[src/rtl/nes_bus_pkg.sv]
// CPU-bus constants and DMA state encoding shared by the sprite DMA and bus decode.
package nes_bus_pkg;

  localparam logic [15:0] PPU_REG_BASE = 16'h2000;
  localparam logic [15:0] OAMDATA_ADDR = 16'h2004;
  localparam logic [15:0] DMA_REG_ADDR = 16'h4014;
  localparam int          BYTE_COUNT   = 256;
  localparam int          CNT_W        = $clog2(BYTE_COUNT) + 1;

  typedef enum logic [2:0] {
    IDLE  = 3'd0,
    HALT  = 3'd1,
    ALIGN = 3'd2,
    READ  = 3'd3,
    WRITE = 3'd4,
    DONE  = 3'd5
  } dma_state_e;

endpackage

[src/rtl/oam_dma.sv]
// Sprite DMA: a CPU write to $4014 halts the CPU and copies page $XX00-$XXFF into OAMDATA.
//
// state | meaning
// IDLE  | CPU owns the bus, waiting for a $4014 write
// HALT  | CPU halted, bus repeats the trigger address as a read
// ALIGN | dummy read so the first READ lands on an even (get) cycle
// READ  | get cycle: read {page, idx}, capture mem_d_in on close
// WRITE | put cycle: write captured byte to OAMDATA, advance idx
// DONE  | CPU released for one cycle before returning to IDLE
module oam_dma
  import nes_bus_pkg::*;
(
  input  logic        clk,
  input  logic        rst,
  input  logic        cpu_cycle_en,
  input  logic [15:0] cpu_addr_in,
  input  logic        cpu_r_nw_in,
  input  logic [7:0]  cpu_d_in,
  input  logic [7:0]  mem_d_in,
  output logic        cpu_rdy_out,
  output logic        dma_active_out,
  output logic [15:0] bus_addr_out,
  output logic        bus_r_nw_out,
  output logic [7:0]  bus_d_out
);

  localparam logic [CNT_W-1:0] LAST_IDX = CNT_W'(BYTE_COUNT - 1);

  dma_state_e       state_q, state_d;
  logic             parity_q;
  logic [CNT_W-1:0] idx_q, idx_d;
  logic [7:0]       page_q, page_d;

  logic        rdy_d, active_d, r_nw_d;
  logic [15:0] addr_d;
  logic [7:0]  data_d;

  always_comb begin
    state_d  = state_q;
    idx_d    = idx_q;
    page_d   = page_q;
    rdy_d    = 1'b1;
    active_d = 1'b0;
    r_nw_d   = 1'b1;
    addr_d   = '0;
    data_d   = '0;

    case (state_q)
      IDLE: begin
        if (cpu_addr_in == DMA_REG_ADDR && !cpu_r_nw_in) begin
          state_d = HALT;
          page_d  = cpu_d_in;
          idx_d   = '0;
        end
      end
      // parity_q is the current cycle's parity; an even HALT would put READ on an odd cycle
      HALT:    state_d = parity_q ? READ : ALIGN;
      ALIGN:   state_d = READ;
      READ:    state_d = WRITE;
      WRITE: begin
        idx_d   = idx_q + CNT_W'(1);
        state_d = (idx_q < LAST_IDX) ? READ : DONE;
      end
      DONE:    state_d = IDLE;
      default: state_d = IDLE;
    endcase

    // Outputs are computed for the cycle being entered and registered on the enable edge.
    case (state_d)
      HALT: begin
        rdy_d    = 1'b0;
        active_d = 1'b1;
        addr_d   = cpu_addr_in;
      end
      ALIGN: begin
        rdy_d    = 1'b0;
        active_d = 1'b1;
        addr_d   = bus_addr_out;
      end
      READ: begin
        rdy_d    = 1'b0;
        active_d = 1'b1;
        addr_d   = {page_d, idx_d[7:0]};
      end
      WRITE: begin
        rdy_d    = 1'b0;
        active_d = 1'b1;
        r_nw_d   = 1'b0;
        addr_d   = OAMDATA_ADDR;
        data_d   = mem_d_in;
      end
      default: ;
    endcase
  end

  always_ff @(posedge clk) begin
    if (rst) begin
      state_q        <= IDLE;
      parity_q       <= 1'b0;
      idx_q          <= '0;
      page_q         <= '0;
      cpu_rdy_out    <= 1'b1;
      dma_active_out <= 1'b0;
      bus_addr_out   <= '0;
      bus_r_nw_out   <= 1'b1;
      bus_d_out      <= '0;
    end else if (cpu_cycle_en) begin
      state_q        <= state_d;
      parity_q       <= ~parity_q;
      idx_q          <= idx_d;
      page_q         <= page_d;
      cpu_rdy_out    <= rdy_d;
      dma_active_out <= active_d;
      bus_addr_out   <= addr_d;
      bus_r_nw_out   <= r_nw_d;
      bus_d_out      <= data_d;
    end
  end

endmodule

[config.mk]
export PLATFORM = sky130hd
export DESIGN_NAME = oam_dma
export DESIGN_NICKNAME = d
export VERILOG_FILES = /design/src/rtl/nes_bus_pkg.sv /design/src/rtl/oam_dma.sv
export SDC_FILE = /design/constraint.sdc
export NUM_CORES = 1
export LEC_CHECK = 0
export ABC_AREA = 0
export CAP_MARGIN = 15
export CELL_PAD_IN_SITES_DETAIL_PLACEMENT = 1
export CELL_PAD_IN_SITES_GLOBAL_PLACEMENT = 1
export CORE_MARGIN = 3
export CORE_UTILIZATION = 30
export DETAILED_ROUTE_END_ITERATION = 12
export GPL_TIMING_DRIVEN = 0
export PLACE_DENSITY_LB_ADDON = 0.05
export SLEW_MARGIN = 20
export SYNTH_ARGS = -nofsm -noshare
export SYNTH_HDL_FRONTEND = slang
export SYNTH_SLANG_ARGS = --single-unit
[constraint.sdc]
create_clock -name clk -period 2.25 [get_ports clk]
set_input_delay 0.3375 -clock clk [delete_from_list [all_inputs] [get_ports clk]]
set_output_delay 0.3375 -clock clk [all_outputs]
set_load 0.1 [all_outputs]
; ---- Yosys cells after proc, flatten, opt, wreduce, memory -nomap -nowiden
; Cells that the tools add are included.
[word_totals]
reg_bits = 48
inputBits = 36
out_inout_bits = 27
word_cells = 44
[classes]
addsub = 1
order_cmp = 1
eq_ne = 10
n_mux = 13
bitwise_logic = 2
n_reduce_logical = 7
[ops]
columns = cell, n
row1 = $pmux W16 S4, 1
row2 = $mux W8, 3
row3 = $pmux W9 S2, 1
row4 = $eq A16 B15 Y1 const B, 1
row5 = $pmux W3 S5, 1
row6 = $eq A3 B2 Y1 const B, 4
row7 = $add A9 B1 Y9 const B, 1
row8 = $lt A9 B8 Y1 const B, 1
row9 = $mux W9, 1
row10 = $eq A3 B1 Y1 const B, 2
row11 = $eq A3 B3 Y1 const B, 2
row12 = $mux W3, 2
row13 = $mux W1, 4
row14 = $reduce_or A4 Y1, 1
row15 = $logic_not A3 Y1, 1
row16 = $reduce_and A3 Y1, 1
row17 = $ne A2 B2 Y1 const B, 1
row18 = $not A1 Y1, 2
row19 = $reduce_and A2 Y1, 1
row20 = $reduce_bool A2 Y1, 1
row21 = $logic_and A1 B1 Y1, 1
row22 = $logic_not A1 Y1, 1

; ---- Logic depth before layout (Yosys ltp)
[logic_depth]
word_depth = 7
mapped_depth = 7
ltp_nobuf = 6

; ---- Worst setup path after synthesis
; No wires, ideal clock.
[synth_timing]
kind = input -> register
start = input cpu_addr_in[7]
end = register cpu_rdy_out
setup_ns = 0.131
t_arrival_ns = 2.156
required_ns = 2.119
setup_slack_ns = -0.037
path_stages = 6
path_buffers = 1
cell_sequence = or4b_1 or4_4 or4_4 buf_6 a21oi_1 o21ai_0
[synth_via]
elab_chain_len = 7
word_cells_on_any_way = 10
cone_classes = 5 x eq/ne / 3 x mux / 2 x reduce/logical
[synth_rtl]
columns = item, line
row1 = "start, declared", oam_dma.sv:16  ; input logic [15:0] cpu_addr_in,
row2 = $eq A16 B15 Y1 (*), oam_dma.sv:50  ; if (cpu_addr_in == DMA_REG_ADDR && !cpu_r_nw_in) begin
row3 = $logic_and A1 B1 Y1 (*), oam_dma.sv:50
row4 = $mux W3 (*), oam_dma.sv:50
row5 = $pmux W3 S5 (*), oam_dma.sv:48  ; case (state_q)
row6 = "$eq A3 B3 Y1, or another cell as far along", oam_dma.sv:69  ; case (state_d)
row7 = $reduce_or A4 Y1 (no line) (*), -
row8 = $mux W1 (*), oam_dma.sv:69
row9 = "end signal, assigned", oam_dma.sv:112  ; cpu_rdy_out <= rdy_d;
row10 = "end, declared", oam_dma.sv:20  ; output logic cpu_rdy_out,
; Mark *: on every way between the ends. The rest lies on a longest branch, timed or not.
; A chain may end at the register's enable or synchronous reset.

; ---- Worst setup path in the final report
[layout_timing]
start = input cpu_addr_in[8]
end = register cpu_rdy_out
; The elaborated chain is that of the path after synthesis.

==> run_results.csv <==
group,metric,value,unit
pwr,cellLeakagePower,1.17,nW
place,gp_congestion,0.802,
sta,period_minus_slack,2.17,ns
sta,timing.final.setup_violations,0,
sta,hold-worst-slack,0.460,ns
clocking,htreeDepth,2,
drt,vias,2497,
critical_path,critical_path_cell_sequence,"buf_6 -> or4b_4 -> or4_4 -> or4_4 -> buf_6 -> a21oi_4 -> o21ai_0",
global_route,antenna_found_initial,0,
global_route,first_global_vias,2546,
die,floorplan.rows,31,
critical_path,reg2reg_setup_slack,0.16,ns
worst_hold_path,min-delay-path-class,"reg2reg",
synthesis,yosysWarningCount,0,
global_route,globalRouteTotalUtil,18.7,%
critical_path,arrival,2.36,ns
sta,skew_final,0.00876,ns
synthesis,synth-seq-area-share,40.0,%
drt,totalWireLength,8090,µm
flow_run,max-cap-violations,0,
drt,wire_per_inst,17.3,µm
sta,sum_of_negative_setup_slack,0,ns
synthesis,share_of_synthesized_registers_carrying_an_async_set_or_reset,0,%
critical_path,critical-path-slowest-cell,"sky130_fd_sc_hd__or4b_4",
critical_path,r2r-end,"cpu_rdy_out",
synthesis,synthDistinctLibCells,56,
global_route,grt_start_max_net_pins,15,
critical_path,critPathRequiredTime,2.44,ns
synthesis,netlist_instances,291,
clocking,cts_made_buffers,5,
critical_path,crit_family,"simple AND/OR/NAND/NOR gates",
sta,worst_slew_margin_relative_to_its_limit,34.1,%
synthesis,yosys.area.top_type_share,40.0,%
synthesis,synth_top_cell_by_area,"sky130_fd_sc_hd__dfxtp_1",
clocking,clk_latency,0.31,ns
critical_path,startpoint_class_of_the_critical_path,"primary input",
clocking,ctsRootBufferMaster,"sky130_fd_sc_hd__clkbuf_8",
die,fp.coreArea,7490,µm²
sta,final_max_slew_viol_count,0,
critical_path,max_stage_delay,0.53,ns
layout,antenna_cells_inserted,0,
drt,via_per_inst,5.34,
clocking,clock-sinks,48,
synthesis,synth_enable_flop_cells,0,
global_route,grt_first_pass_wirelength,13200,µm
drt,ant_nets,0,
critical_path,crit_path_end_kind,"flip-flop",
synthesis,synthFlopType,"sky130_fd_sc_hd__dfxtp_1",
die,top_level_ports,63,
critical_path,maximum_fanout_encountered_on_the_critical_timing_path,10,
clocking,post_cts_hold_buffer_count,0,
global_route,global_route.overflow_total,0,
layout,nets,405,
clocking,cts.clk_slew.worst_paths,0.09,ns
layout,layout.filler_cells,925,
drt,drc_violation_count_after_routing,0,
synthesis,synth.net_count,328,
sta,slew_at_the_pin_closest_to_its_max_slew_limit,0.985,ns
synthesis,synthesis.area_per_instance,8.25,µm²
synthesis,synth_area,2400,µm²
drt,drt-pass1-iter-count,4,
die,floorplan.die.width,95.4,µm
die,design.die.area,9110,µm²
critical_path,worst_r2r_path_depth,6,
pwr,vdd_drop_max,0.260,mV
synthesis,ys_ff_latch,48,
synthesis,ranking_of_synthesized_cells_by_area,"sky130_fd_sc_hd__dfxtp_1 (40%), sky130_fd_sc_hd__nand2_1 (6.7%), sky130_fd_sc_hd__nor2_1 (4.7%)",
critical_path,path_class,"in2reg",
critical_path,timing.rr.start,"state_q[1]",
drt,drt-initial-drc-count,101,
die,fp.dieH,95.4,µm
layout,share_of_cells_above_drive_strength_1,14.4,%
outcome,status,"completed",
critical_path,crit_cells,7,
worst_hold_path,holdCritStartpoint,"page_q[0]",
layout,layout-area-overhead-vs-synth,42.6,%
die,start_util,32.1,%
place,place.port_buffers,61,
place,total_half_perimeter_wirelength_after_legalization_and_detailed_placement,5810,µm
worst_hold_path,timing.hold.worst_endpoint,"page_q[0]",
critical_path,worstPathBufferInverterCount,2,
worst_hold_path,whs_path_depth,2,
pwr,powerDensity,523,nW/µm²
sta,top_achievable_clock_speed,460,MHz
clocking,cts_tree,"built",
sta,layout_worst_path_cycle_share,96.5,%
sta,final_hold_viol_count,0,
clocking,cts_buffer_depth,2,
[cell families after synthesis]
family / Yosys count / synth area share, %
AOI/OAI and AO/OA: 77 / 23.1
xor gates and xnor gates: 5 / 1.82
adders and majority gates: 1 / 0.521
buffers and inverters: 25 / 4.27
DFF: 48 / 40.0
muxes: 8 / 3.34
and+or+nand+nor: 127 / 26.9
[worst register-to-register path: stages, from the launching register on]
cell and delay (ns):
sky130_fd_sc_hd__dfxtp_1 0.31, sky130_fd_sc_hd__clkbuf_1 0.21, sky130_fd_sc_hd__or2_2 0.44, sky130_fd_sc_hd__or4_4 0.59, sky130_fd_sc_hd__buf_6 0.18, sky130_fd_sc_hd__a21oi_4 0.14
sky130_fd_sc_hd__o21ai_0 0.10
[routing by layer]
metal  up-vias  part of all wire (%)  routed length [µm]  track usage (%)
li1       1213                     -                   -                -
met1      1240                    48                3900             26.3
met2        36                    48                3860             29.6
met3         8                   3.0                 239             3.00
met4         0                   1.1                  92             5.33
met5         -                     0                   0                0
[state kept, by name, summed over array words and instances (netlist names)]
register and count:
bus_addr_out 16, idx_q 9, bus_d_out 8, page_q 8, state_q 3, bus_r_nw_out 1, cpu_rdy_out 1, dma_active_out 1
parity_q 1
[final cells by class]
class	count	area (µm²)	area share, %
Tap cell	99	124	3.62
Timing Repair Buffer	71	698	20.4
Sequential cell	48	961	28.1
Multi-Input combinational cell	218	1440	41.9
Inverter	3	11.3	0.329
Buffer	21	100	2.93
Clock inverter	2	10.0	0.293
Clock buffer	6	82.6	2.41
[Yosys cell counts (5+ instances only)]
library cell               number
sky130_fd_sc_hd__a221oi_1       5
sky130_fd_sc_hd__nand2_1       43
sky130_fd_sc_hd__a311oi_1       6
sky130_fd_sc_hd__nor2_1        30
sky130_fd_sc_hd__mux2i_1        8
sky130_fd_sc_hd__nand3_1       13
sky130_fd_sc_hd__a21boi_0       5
sky130_fd_sc_hd__a31oi_1        6
sky130_fd_sc_hd__dfxtp_1       48
sky130_fd_sc_hd__o21ai_0       12
sky130_fd_sc_hd__a21oi_1       17
sky130_fd_sc_hd__clkbuf_1      18
[through the flow]
step | worst slack (ns) | cell area [µm²] | power, mW | utilization (%) | std cells
after CTS | -0.0656 | 3350 | 1.80 | 44.7 | 468
after global placement | -0.786 | 3140 | 1.23 | 41.9 | 451
final | 0.0781 | 3420 | 1.79 | 45.7 | 468
after detailed placement | -0.797 | 3140 | 1.23 | 41.9 | 451
after global routing | -0.00686 | 3420 | 1.87 | 45.7 | 468
after floorplan | -0.00790 | 2400 | 1.10 | - | 291
[how the worst max path moves through the flow]
stage | startpoint | end | slack (ns)
after floorplan | cpu_addr_in[7] | cpu_rdy_out | -0.008
after global placement | cpu_addr_in[7] | bus_addr_out[3] | -0.79
after detailed placement | cpu_addr_in[7] | bus_addr_out[3] | -0.80
after CTS | cpu_addr_in[8] | bus_addr_out[9] | -0.07
after global routing | state_q[2] | bus_addr_out[5] | -0.007
final | cpu_addr_in[8] | cpu_rdy_out | 0.08
[cell usage in the layout, fill, tap and decap left out, types with 5 or more instances in the layout]
cell type                         Yosys  final
sky130_fd_sc_hd__a21oi_1             17     16
sky130_fd_sc_hd__clkbuf_8             0      6
sky130_fd_sc_hd__mux2i_1              8      8
sky130_fd_sc_hd__a221oi_1             5      5
sky130_fd_sc_hd__clkdlybuf4s50_1      0     56
sky130_fd_sc_hd__nand3_1             13     13
sky130_fd_sc_hd__nand2_2              1      6
sky130_fd_sc_hd__dfxtp_1             48     48
sky130_fd_sc_hd__nand2_1             43     38
sky130_fd_sc_hd__buf_4                0      7
sky130_fd_sc_hd__clkbuf_1            18     12
sky130_fd_sc_hd__a21boi_1             1      5
sky130_fd_sc_hd__a31oi_1              6      6
sky130_fd_sc_hd__o21ai_0             12     12
sky130_fd_sc_hd__nor2_1              30     30
[power by group]
group	leakage, nW	switching, mW	internal (mW)
Sequential	0.389	0.0149	0.868
Clock	0.0510	0.312	0.246
Combinational	0.728	0.224	0.125
[timing repair]
action	CTS	global route
endpoints found under the setup margin	33	33
pin swaps	18	7
gates cloned	1	0
buffers inserted	8	1
resized for setup	33	19
Power figures use the tool's default switching activity.
==> patch 1, RTL diff (config.mk and constraints unchanged) <==
The 6 states of `dma_state_e` get a Gray code encoding in 3 bits.
--- a/src/rtl/nes_bus_pkg.sv
+++ b/src/rtl/nes_bus_pkg.sv
@@ -8,12 +8,12 @@
   localparam int          CNT_W        = $clog2(BYTE_COUNT) + 1;
 
   typedef enum logic [2:0] {
-    IDLE  = 3'd0,
-    HALT  = 3'd1,
-    ALIGN = 3'd2,
-    READ  = 3'd3,
-    WRITE = 3'd4,
-    DONE  = 3'd5
+    IDLE  = 3'b000,
+    HALT  = 3'b001,
+    ALIGN = 3'b011,
+    READ  = 3'b010,
+    WRITE = 3'b110,
+    DONE  = 3'b111
   } dma_state_e;
 
 endpackage
Check against the original RTL: same outputs for any inputs over 10 cycles, from zero or initial values and one cycle with rst high; not proved beyond that.
==> patch 1 against the unedited design <==
Sequential cell count unchanged; final area decreased by 10%; final cell count decreased by 14%; combinational power decreased by 28%; wire length decreased by 20%; clock power increased by 31%; setup slack got worse by 0.0067 ns; register-to-register slack improved by 0.12 ns; sequential power decreased by 1%; worst hold slack got worse by 0.00092 ns; total power increased by 3.8%; synthesized area decreased by 8.1%; critical path type is now register to output port; largest power group unchanged.
==> patch 1: results (changes against the unedited design) <==
[global_route]
grtUsageMet1_pct = 19.69  ; -6.7 points

[synth]
avgSynthCellArea_um2 = 9.268  ; +12%
synth_nets = 275  ; -16%
netlist-cell-type-count = 50  ; -11%
ys_seq_area_share_pct = 43.56  ; +3.5 points

[power]
pwr-share-clk_pct = 39.5  ; +8.3 points
powerDensity_nw_per_um2 = 605.9  ; +16%
peakVddDrop_uv = 298.3  ; +15%
pg_seq_uw = 873  ; -1%
p_int_mw = 1.400  ; +13%
power_leakage_nw = 1.090  ; -6.7%

[min_path]
hp-start = bus_addr_out[6]
hold_end = bus_addr_out[6]

[critical_path]
r2r_cells = 4  ; -2
slowest_delay_ns = 1.16  ; +0.63 ns
cp-startpoint = bus_addr_out[2]
path_max_fanout = 3  ; -7
worstPathArrival_ns = 1.84  ; -0.52 ns
r2r_start = state_q[0]
r2r_slack_ns = 0.28  ; +0.12 ns

[outcome]
status = completed

[sta]
finalHoldWorstSlack_ns = 0.4589  ; -0.0009190 ns
skew_ns = 0.006458  ; -0.002307 ns
worstMarginPinSlew_ns = 0.9844  ; -0.0003027 ns

[placement]
place_area_um2 = 2937  ; -6.4%

[detailed_routing]
drt-total-wl_mm = 6.496  ; -20%
viasPerCell = 5.107  ; -4.3%
initialDrtViolationCount = 45  ; -55%

[cts]
postCtsSetupBuffers = 0  ; -8

patch 1: per-layer routing:
layer,wire length [um],part of all wire (%)
met1,3071,47
met5,0,0
met2,2946,45
met3,378,5.8
met4,100,1.5
patch 1: cells by family (layout without fill, tap and decap cells):
logic type / Yosys count / count (layout) / share of synthesized area, %
AO/OA/AOI/OAI: 65 / 65 / 22.12
adder cells (fa/ha/maj): 1 / 1 / 0.5671
flip-flops: 48 / 48 / 43.56
multiplexers: 8 / 8 / 3.630
AND/OR/NAND/NOR: 94 / 94 / 24.50
buffers and inverters: 16 / 84 / 3.233
XOR/XNOR: 6 / 6 / 2.382
patch 1: final cells by class:
| cell class | count | area, um2 |
|---|---|---|
| Fill cell | 801 | 3879 |
| Tap cell | 96 | 120.1 |
| Buffer | 12 | 56.30 |
| Inverter | 4 | 15.01 |
| Multi-Input combinational cell | 174 | 1174 |
| Sequential cell | 48 | 960.9 |
| Clock inverter | 2 | 60.06 |
| Clock buffer | 5 | 68.82 |
| Timing Repair Buffer | 61 | 610.6 |
==> patch 2, RTL diff (config.mk and constraints unchanged) <==
Made on the original files. `BYTE_COUNT`: 256 -> 512.
--- a/src/rtl/nes_bus_pkg.sv
+++ b/src/rtl/nes_bus_pkg.sv
@@ -4,7 +4,7 @@
   localparam logic [15:0] PPU_REG_BASE = 16'h2000;
   localparam logic [15:0] OAMDATA_ADDR = 16'h2004;
   localparam logic [15:0] DMA_REG_ADDR = 16'h4014;
-  localparam int          BYTE_COUNT   = 256;
+  localparam int          BYTE_COUNT   = 512;
   localparam int          CNT_W        = $clog2(BYTE_COUNT) + 1;
 
   typedef enum logic [2:0] {
Function: no difference found for any inputs over 10 cycles, from zero or initial values and one cycle with rst high; that may be too few to reach the edited logic, so the function may still have changed.
==> patch 2 against the unedited design <==
Wire length increased by 0.57%; sequential cell count rose by 1; synthesized area grew 2.9%; setup slack worse by 0.0098 ns; final area increased by 0.26%; worst hold slack lost 0.10 ns; clock skew rose by 0.0023 ns; total power increased by 4.8%; fmax fell by 0.45%; largest cell class unchanged.
==> patch 2: results (changes against the unedited design) <==
[outcome]
status = completed

[sta]
skew_ns = 0.01103  ; +0.002267 ns
slew-limit-headroom_pct = 33.39  ; -0.76 points

[detailed_routing]
vias = 2402  ; -3.8%
initialDrtViolationCount = 109  ; +7.9%
viasPerCell = 5.386  ; +0.94%
drt-total-wl_mm = 8.137  ; +0.57%
drtPass1Iterations = 4  ; unchanged

[layout]
syn_to_final_growth_pct = 38.91
drive_above_1_share_pct = 13.95  ; -0.41 points
fillers = 933  ; +0.86%
multi_input_gates = 198  ; -9.2%
n_all_buffers = 86  ; -6.5%
seqCellArea_um2 = 980.9  ; +2.1%
multi_input_area_share_pct = 39.50  ; -2.4 points
final_nets = 380  ; -6.2%
clockBufferCount = 7  ; +1
reg.largest.list = bus_addr_out: 16 flops, idx_q: 10 flops
buffer_area_share_pct = 24.47  ; +1.1 points
clock_cell_area_share_pct = 3.392  ; +0.69 points

[synth]
synth_nets = 310  ; -5.5%
synthMuxAreaShare_pct = 3.698  ; +0.36 points
synth_area_leaders = dfxtp_1, nor2_1, clkbuf_8, nand2_1, mux2i_1
synthAdderAreaFrac_pct = 0.5066  ; -0.015 points
synth_commonest_cells = dfxtp_1, nor2_1, nand2_1, o21ai_0, clkbuf_1
synth-xor-area-share_pct = 1.064  ; -0.76 points
ys_seq_area_share_pct = 39.72  ; -0.33 points
ys.flop_type = dfxtp_1
netlist-cell-type-count = 55  ; -1.8%
synth_cells = 273  ; -6.2%
synth_compound_area_share_pct = 23.96  ; +0.81 points

[placement]
io_buffers = 60  ; -1.6%
dp_hpwl_mm = 5.804  ; about the same
place_area_um2 = 3198  ; +1.9%
dp_slack_ns = -0.7973  ; +0.0001380 ns
dp.cells = 435  ; -3.5%
gp_congestion = 0.8106  ; +1.1%

[die]
nWellTaps = 102  ; +3.0%

[global_route]
grt_pass1_wl_mm = 13.27  ; +0.26%
grt_pass1_vias = 2510  ; -1.4%
grt.total_usage_pct = 17.38  ; -1.4 points

[power]
p_int_mw = 1.371  ; +11%
peakVddDrop_uv = 210.2  ; -19%
clock_power_uw = 670  ; +20%
pwr-share-clk_pct = 35.8  ; +4.6 points
pg_seq_uw = 893  ; +1%
power_leakage_nw = 1.151  ; -1.5%

[cts]
htreeDepth = 2  ; unchanged
cts_sinks = 49  ; +2.1%

[critical_path]
slowest_delay_ns = 0.51  ; -0.02 ns
path_max_fanout = 5  ; -5
slowest_stage = or4_4
worstPathArrival_ns = 2.40  ; +0.04 ns

[min_path]
holdCritPathClass = input port to register

-- patch 2: layer usage --
| metal | vias to the layer above | global-route usage (%) | share of wire, % | wire, um |
|---|---|---|---|---|
| met1 | 1174 | 23.63 | 47 | 3864 |
| met2 | 55 | 28.93 | 47 | 3789 |
| li1 | 1166 | - | - | - |
| met3 | 7 | 2.812 | 4.9 | 401 |
| met4 | 0 | 3.888 | 1.0 | 82 |
| met5 | - | 0 | 0 | 0 |
-- patch 2: what timing repair did --
action	in CTS	in global routing
resized for setup	15	9
pin swaps	8	5
setup endpoints to repair	29	17
cloned	1	0
buffers inserted	3	0
-- patch 2: worst paths after layout --
check | start | endpoint | slack, ns | depth (start not counted)
max | cpu_addr_in[3] | bus_addr_out[3] | 0.07 | 7
min | cpu_cycle_en | bus_r_nw_out | 0.36 | 3
max reg2reg | state_q[1] | bus_addr_out[3] | 0.08 | 7
min reg2reg | cpu_rdy_out | cpu_rdy_out | 0.46 | 2
